<file path="config.mk">
export PLATFORM = sky130hd
export DESIGN_NAME = single_port_blockram_requester
export DESIGN_NICKNAME = d
export VERILOG_FILES = /design/src/rtl/single_port_blockram_requester.sv
export SDC_FILE = /design/constraint.sdc
export NUM_CORES = 1
export LEC_CHECK = 0
export ABC_AREA = 1
export BUFFER_PORTS_ARGS = -buffer_cell sky130_fd_sc_hd__buf_2
export CAP_MARGIN = 40
export CORE_AREA = 5 5 123 125
export CTS_CLUSTER_DIAMETER = 60
export DETAILED_ROUTE_END_ITERATION = 6
export DIE_AREA = 0 0 128 130
export PLACE_DENSITY_LB_ADDON = 0.05
export SLEW_MARGIN = 0
export SYNTH_ARGS = -nofsm -noshare
export SYNTH_HDL_FRONTEND = slang
export SYNTH_SLANG_ARGS = --single-unit
</file>
<file path="constraint.sdc">
create_clock -name clk_in -period 3.3 [get_ports clk_in]
set_clock_uncertainty 0.1 [all_clocks]
set_input_delay 0.66 -clock clk_in [delete_from_list [all_inputs] [get_ports clk_in]]
set_output_delay 0.66 -clock clk_in [all_outputs]
set_load 0.1 [all_outputs]
</file>
<file path="src/rtl/single_port_blockram_requester.sv">
// Initiator front end for a single-port block RAM: read/write arbitration with a 2-entry read response FIFO.
// Optional CLEAR_ON_RESET_EN: zero every RAM set after reset release before accepting requests.
module single_port_blockram_requester #(
    parameter int SINGLE_ELEMENT_SIZE_IN_BITS = 64,
    parameter int NUMBER_SETS                 = 64,
    parameter int SET_PTR_WIDTH_IN_BITS       = $clog2(NUMBER_SETS)
) (
    input  logic                                   clk_in,
    input  logic                                   reset_n_in,
    input  logic                                   read_req_valid_in,
    input  logic [SET_PTR_WIDTH_IN_BITS-1:0]       read_req_addr_in,
    output logic                                   read_req_ready_out,
    input  logic                                   write_req_valid_in,
    input  logic [SET_PTR_WIDTH_IN_BITS-1:0]       write_req_addr_in,
    input  logic [SINGLE_ELEMENT_SIZE_IN_BITS-1:0] write_req_data_in,
    output logic                                   write_req_ready_out,
    output logic                                   read_resp_valid_out,
    output logic [SINGLE_ELEMENT_SIZE_IN_BITS-1:0] read_resp_data_out,
    input  logic                                   read_resp_ready_in,
    output logic                                   ram_access_en_out,
    output logic                                   ram_write_en_out,
    output logic [SET_PTR_WIDTH_IN_BITS-1:0]       ram_access_set_addr_out,
    output logic [SINGLE_ELEMENT_SIZE_IN_BITS-1:0] ram_write_element_out,
    input  logic [SINGLE_ELEMENT_SIZE_IN_BITS-1:0] ram_read_element_in,
    output logic                                   busy_out
);

    localparam int DW = SINGLE_ELEMENT_SIZE_IN_BITS;
    localparam int AW = SET_PTR_WIDTH_IN_BITS;
    localparam logic PRIO_READ  = 1'b0;
    localparam logic PRIO_WRITE = 1'b1;

    typedef enum logic [1:0] {
        ST_START = 2'd0,
        ST_CLEAR = 2'd1,
        ST_RUN   = 2'd2
    } state_t;

    state_t          state_q;
    logic            prio_q;
    logic            inflight_q;
    logic [1:0]      occ_q;
    logic            rd_ptr_q;
    logic            wr_ptr_q;
    logic [DW-1:0]   buf_q [2];
    logic            busy_q;
`ifdef CLEAR_ON_RESET_EN
    localparam logic [AW-1:0] LAST_SET = AW'(NUMBER_SETS - 1);
    logic [AW-1:0]   clear_ptr_q;
`endif

    logic            run;
    logic            pop;
    logic [2:0]      credit;
    logic            rd_ok;
    logic            rd_fire;
    logic            wr_fire;

    // Valid/ready: a request transfers in a cycle where valid & ready are both high;
    // readies look at the opposite valid so at most one side is granted per cycle.
    always_comb begin
        run                 = (state_q == ST_RUN);
        read_resp_valid_out = (occ_q != 2'd0);
        read_resp_data_out  = buf_q[rd_ptr_q];
        pop                 = read_resp_valid_out & read_resp_ready_in;
        // Outstanding reads after this cycle's pop; a new read needs a free buffer slot.
        credit              = {1'b0, occ_q} + {2'b00, inflight_q} - {2'b00, pop};
        rd_ok               = (credit < 3'd2);
        read_req_ready_out  = run & rd_ok & (!write_req_valid_in | (prio_q == PRIO_READ));
        write_req_ready_out = run & (!read_req_valid_in | !rd_ok | (prio_q == PRIO_WRITE));
        rd_fire             = read_req_valid_in & read_req_ready_out;
        wr_fire             = write_req_valid_in & write_req_ready_out;
        busy_out            = busy_q;
    end

    always_comb begin
        ram_access_en_out       = 1'b0;
        ram_write_en_out        = 1'b0;
        ram_access_set_addr_out = '0;
        ram_write_element_out   = '0;
`ifdef CLEAR_ON_RESET_EN
        if (state_q == ST_CLEAR) begin
            ram_access_en_out       = 1'b1;
            ram_write_en_out        = 1'b1;
            ram_access_set_addr_out = clear_ptr_q;
        end else
`endif
        if (rd_fire) begin
            ram_access_en_out       = 1'b1;
            ram_access_set_addr_out = read_req_addr_in;
        end else if (wr_fire) begin
            ram_access_en_out       = 1'b1;
            ram_write_en_out        = 1'b1;
            ram_access_set_addr_out = write_req_addr_in;
            ram_write_element_out   = write_req_data_in;
        end
    end

    always_ff @(posedge clk_in or negedge reset_n_in) begin
        if (!reset_n_in) begin
            state_q    <= ST_START;
            prio_q     <= PRIO_READ;
            inflight_q <= 1'b0;
            occ_q      <= 2'd0;
            rd_ptr_q   <= 1'b0;
            wr_ptr_q   <= 1'b0;
            buf_q[0]   <= '0;
            buf_q[1]   <= '0;
            busy_q     <= 1'b0;
`ifdef CLEAR_ON_RESET_EN
            clear_ptr_q <= '0;
`endif
        end else begin
            case (state_q)
                ST_START: begin
`ifdef CLEAR_ON_RESET_EN
                    state_q     <= ST_CLEAR;
                    busy_q      <= 1'b1;
                    clear_ptr_q <= '0;
`else
                    state_q     <= ST_RUN;
`endif
                end
                ST_CLEAR: begin
`ifdef CLEAR_ON_RESET_EN
                    if (clear_ptr_q == LAST_SET) begin
                        state_q <= ST_RUN;
                        busy_q  <= 1'b0;
                    end else begin
                        clear_ptr_q <= clear_ptr_q + 1'b1;
                    end
`else
                    state_q <= ST_RUN;
`endif
                end
                ST_RUN: begin
                    // Contention with room for a read: whichever side was granted yields next time.
                    if (read_req_valid_in && write_req_valid_in && rd_ok) begin
                        prio_q <= ~prio_q;
                    end
                end
                default: state_q <= ST_START;
            endcase

            inflight_q <= rd_fire;
            if (inflight_q) begin
                buf_q[wr_ptr_q] <= ram_read_element_in;
                wr_ptr_q        <= ~wr_ptr_q;
            end
            if (pop) begin
                rd_ptr_q <= ~rd_ptr_q;
            end
            occ_q <= occ_q + {1'b0, inflight_q} - {1'b0, pop};
        end
    end

endmodule
</file>
# == Word level (Yosys, flattened, before mapping) ==
# Cells that the tools add are included.
# Widths: inputs -> output; s select.
# op_classes
bitwise_logic,14
muxes,14
n_reduce_logical,10
n_lt_le_gt_ge,4
add_sub_neg,4
eq_ne,2
# ops
op,count
$mux 64,6
$bwmux 128,1
$demux 64 s1,1
$mux 6,2
$and 1x1->1,6
$ge 2x2->1 const B,2
$not 1->2,2
$pmux 2 s2,1
$add 2x1->3,1
$logic_and 1x1->1,3
$logic_not 1->1,3
$lt 3x2->1 const B,1
$mux 1,3
$not 1->1,3
$or 1x1->1,3
$sub 3x1->3,1
$add 2x1->2,1
$eq 2x1->1 const B,1
$eq 2x2->1 const B,1
$logic_not 2->1,1
$lt 2x1->1 const B,1
$reduce_and 2->1,1
$reduce_bool 2->1,1
$reduce_or 2->1,1
$sub 2x1->2,1
# totals
wordCells,56
out_inout_bits,140
reg_bits,136
in_bits,145

# == Depth between registers and ports, before layout ==
# depth
ltp_word,11
mapped_depth,16
depth_no_buf,15

# == Worst setup path before layout ==
# Ideal clock, no wire load.
# synth_path
kind,register -> output
startpoint,reg occ_q[1]
endpoint,out ram_access_en_out
n_path_buf,0
t_arrival_ns,4.841
slack_ns,-2.301
path_stages_with_launch,14
cell_sequence,dfrtp_1 -> inv_1 -> nand2_1 -> nand2_1 -> inv_1 -> ha_1 -> inv_1 -> ha_1 -> inv_1 -> fa_1 -> inv_1 -> a21oi_4 -> nand3_1 -> o21ai_0
# synth_between
elab_chain_len,11
word_cells_on_any_way,15
# synth_lines
item,line,source
start: declaration,42,logic [1:0] occ_q;
start signal: assignment,153,"occ_q <= occ_q + {1'b0, inflight_q} - {1'b0, pop};"
$reduce_bool 2->1 *,63,read_resp_valid_out = (occ_q != 2'd0);
via read_resp_valid_out,17,"output logic read_resp_valid_out,"
$and 1x1->1 *,65,pop = read_resp_valid_out & read_resp_ready_in;
via pop,53,logic pop;
$sub 3x1->3 *,67,"credit = {1'b0, occ_q} + {2'b00, inflight_q} - {2'b00, pop};"
via credit[1],54,logic [2:0] credit;
$lt 3x2->1 *,68,rd_ok = (credit < 3'd2);
$logic_not 1->1,70,write_req_ready_out = run & (!read_req_valid_in | !rd_ok | (prio_q == PRIO_WRITE));
$or 1x1->1 (2 in series),70,
$and 1x1->1,70,
$and 1x1->1,72,wr_fire = write_req_valid_in & write_req_ready_out;
$mux 1,91,end else if (wr_fire) begin
$mux 1 *,88,if (rd_fire) begin
end: declaration,20,"output logic ram_access_en_out,"
# The timed path passes the listed nets; every way through them passes the cells marked *.

# == Worst setup path after layout ==
# layout_path
startpoint,reg occ_q[1]
endpoint,out ram_access_en_out
# layout_between
elab_chain_len,11
word_cells_on_any_way,15
# layout_lines
item,line
$reduce_bool 2->1 *,63
$and 1x1->1 *,65
via pop,53
$sub 3x1->3 *,67
via credit[1],54
$lt 3x2->1 *,68
$logic_not 1->1,70
$or 1x1->1 (2 in series),70
$and 1x1->1,70
$and 1x1->1,72
$mux 1,91
$mux 1 *,88
# Marked as above.

==> out/metrics.yaml <==
route:
  drtPass1Iterations: 5
  antenna_left: 0
  drt_iter0_drc: 505
  avgRoutedWirePerCell_um: 16.9
  routed_wl_um: 23200
  vias_per_cell: 4.88
  drc: 0
  vias: 6721
synth:
  synth_most_common_cell: "nand2_1"
  synthCells: 886
  netlist_area_mm2: 0.00650
  syn_area_per_cell_um2: 7.34
  ys_seq_area_frac: 0.519
  ys.warnings.count: 1
  async_reset_ff_frac: 1.00
  synth.area.top_cells: "dfrtp_1, nand2_1, o21ai_0"
  yosysTopAreaCellShare: 0.519
  yosysTopAreaCell: "dfrtp_1"
  synth_nets: 1034
  synth-edff-count: 0
  synth_seq_cells: 135
  synth_commonest_cells: "nand2_1, inv_1, dfrtp_1, o21ai_0, nor2_1"
  synthFlopType: "dfrtp_1"
  synth_cell_type_count: 22
floorplanning:
  die_x_um: 128
  core_area_mm2: 0.0138
  die_y_um: 130
  io_pins: 285
  rows: 43
  initial_core_util: 0.472
  die-area_mm2: 0.0166
cts:
  clockBufferDepth: 2
  numCtsBuffers: 17
  cts.htree.levels: 4
  clock_latency_ns: 0.41
  hold_buffers: 0
  cts_tree: "yes"
  clkSlewWorstSetupHoldPaths_ns: 0.06
  cts-root-buf: "clkbuf_16"
  cts_sinks: 135
place:
  pre_cts_slack_ns: -0.389
  dp_hpwl_um: 14000
  globalplace.congestion: 0.728
  port_buffers: 283
cells_and_area:
  fin_nets: 1331
  syn_to_final_growth_pct: 67.0
  fin_util: 0.789
  layout-drive-gt1-share: 0.379
  n_fill_cell: 918
timing:
  tns_ns: -37.55
  slew_viol_final: 0
  worstMarginPinSlew_ns: 0.614
  max_slew_margin: 0.591
  period_share: 1.17
  fin_crit_ns: 3.86
  rsz0062_at_grt: "true"
  setup_slack_ns: -0.564
  final-hold-violation-count: 0
  finalSetupViolations: 74
  fmax_mhz: 259
  whs_ns: 0.0981
setup_path:
  worstSetupPathType: "reg -> out"
  required_ns: 2.54
  critPathLaunchType: "register"
  path_max_fanout: 6
  cp.arrival_ns: 3.10
  setup.worst_path.end_class: "output pin"
flow_run:
  max_cap_violations: 0
grt:
  grt_max_degree: 71
  antenna_found_initial: 2
  grt_pass1_wl_um: 34800
  grt-ovfl-total: 0
  grt_pass1_vias: 6764
  track_usage: 0.268
worst_hold_path:
  min_path_type: "in -> async"
outcome:
  failed_checks: "setup timing"
  status: "finished with violations"
## per-layer routing
metal	GRT usage	vias to the layer above	routed length, um
met5	0	-	13
met4	0.130	2	1090
met3	0.0770	76	1360
met2	0.451	240	12000
met1	0.315	3169	8800
li1	-	3234	-
## cell usage in the layout (no fill, tap or decap), types with 2 or more instances in the layout
master      instances
nand2_1           332
buf_2             208
inv_1             135
dfrtp_1           134
o21ai_0           126
buf_12             90
nor2_4             67
buf_4              23
clkbuf_16          17
nand2_8             9
inv_2               7
clkinvlp_4          7
nand3_1             6
buf_6               5
o21ai_1             3
diode_2             2
nand2_4             2
ha_4                2
conb_1              2
clkinv_4            2
clkbuf_1            2
inv_6               2
## sequential cells by signal (all words and copies together) (netlist names)
signal      flops
rd_ptr_q        1
occ_q           2
state_q         1
buf_q         128
prio_q          1
wr_ptr_q        1
inflight_q      1
## area by class of cell
type	count	area, um2	share of cell area
Inverter	143	541	0.0498
Antenna cell	2	5.00	0.000461
Sequential cell	135	3380	0.311
Timing Repair Buffer	327	3090	0.284
Clock buffer	20	447	0.0411
Multi-Input combinational cell	559	3060	0.281
Tap cell	180	225	0.0207
Clock inverter	12	121	0.0112
## cell families (layout without fill, tap and decap cells)
logic type | after synthesis | in the layout | share of synthesized area
AND/OR/NAND/NOR | 420 | 421 | 0.248
adder cells (fa/ha/maj) | 3 | 3 | 0.00692
XOR/XNOR | 1 | 1 | 0.00135
flip-flops | 135 | 135 | 0.519
AO/OA/AOI/OAI | 132 | 132 | 0.103
buffers and inverters | 193 | 502 | 0.120
other | 2 | 4 | 0.00115
## worst max-delay path, stage by stage, from the launching register on
cell and delay (ns):
dfrtp_1 0.39, inv_2 0.11, nand2_8 0.06, nand2_4 0.07, inv_2 0.05, ha_4 0.21
inv_2 0.06, ha_4 0.12, inv_2 0.03, fa_2 0.52, inv_2 0.05, a21oi_4 0.17
nand4_4 0.18, nand2_8 0.17, buf_12 0.13, buf_12 0.13, o21ai_4 0.07, buf_12 0.17
## stage by stage
stage               instances  instance area (um2)
finish                   1378                10900
floorplan                 886                 7190
global route             1377                10900
CTS                      1372                10800
detailed placement       1327                 9260
global placement         1326                 9240
## worst paths after layout
kind | slack, ns | cells past startpoint | end | startpoint
max | -0.56 | 17 | ram_access_en_out | occ_q[1]
min | 0.1 | 1 | buf_q[98] | reset_n_in
max reg2reg | 0.61 | 16 | inflight_q | occ_q[1]
min reg2reg | 0.38 | 2 | buf_q[69] | buf_q[69]
max in group asynchronous | 2.17 | 3 | buf_q[73] | reset_n_in
min in group clk_in | 0.38 | 2 | buf_q[69] | buf_q[69]
## what timing repair did
item / 4_1_cts / 5_1_grt
pin swaps: 17 / 3
gates cloned: 3 / 0
gates resized for setup: 219 / 17
buffers inserted: 11 / 7
endpoints found under the setup margin: 74 / 74
Power is not shown: default switching activity piles up to over one toggle a cycle in this logic, so the estimate is an artifact.
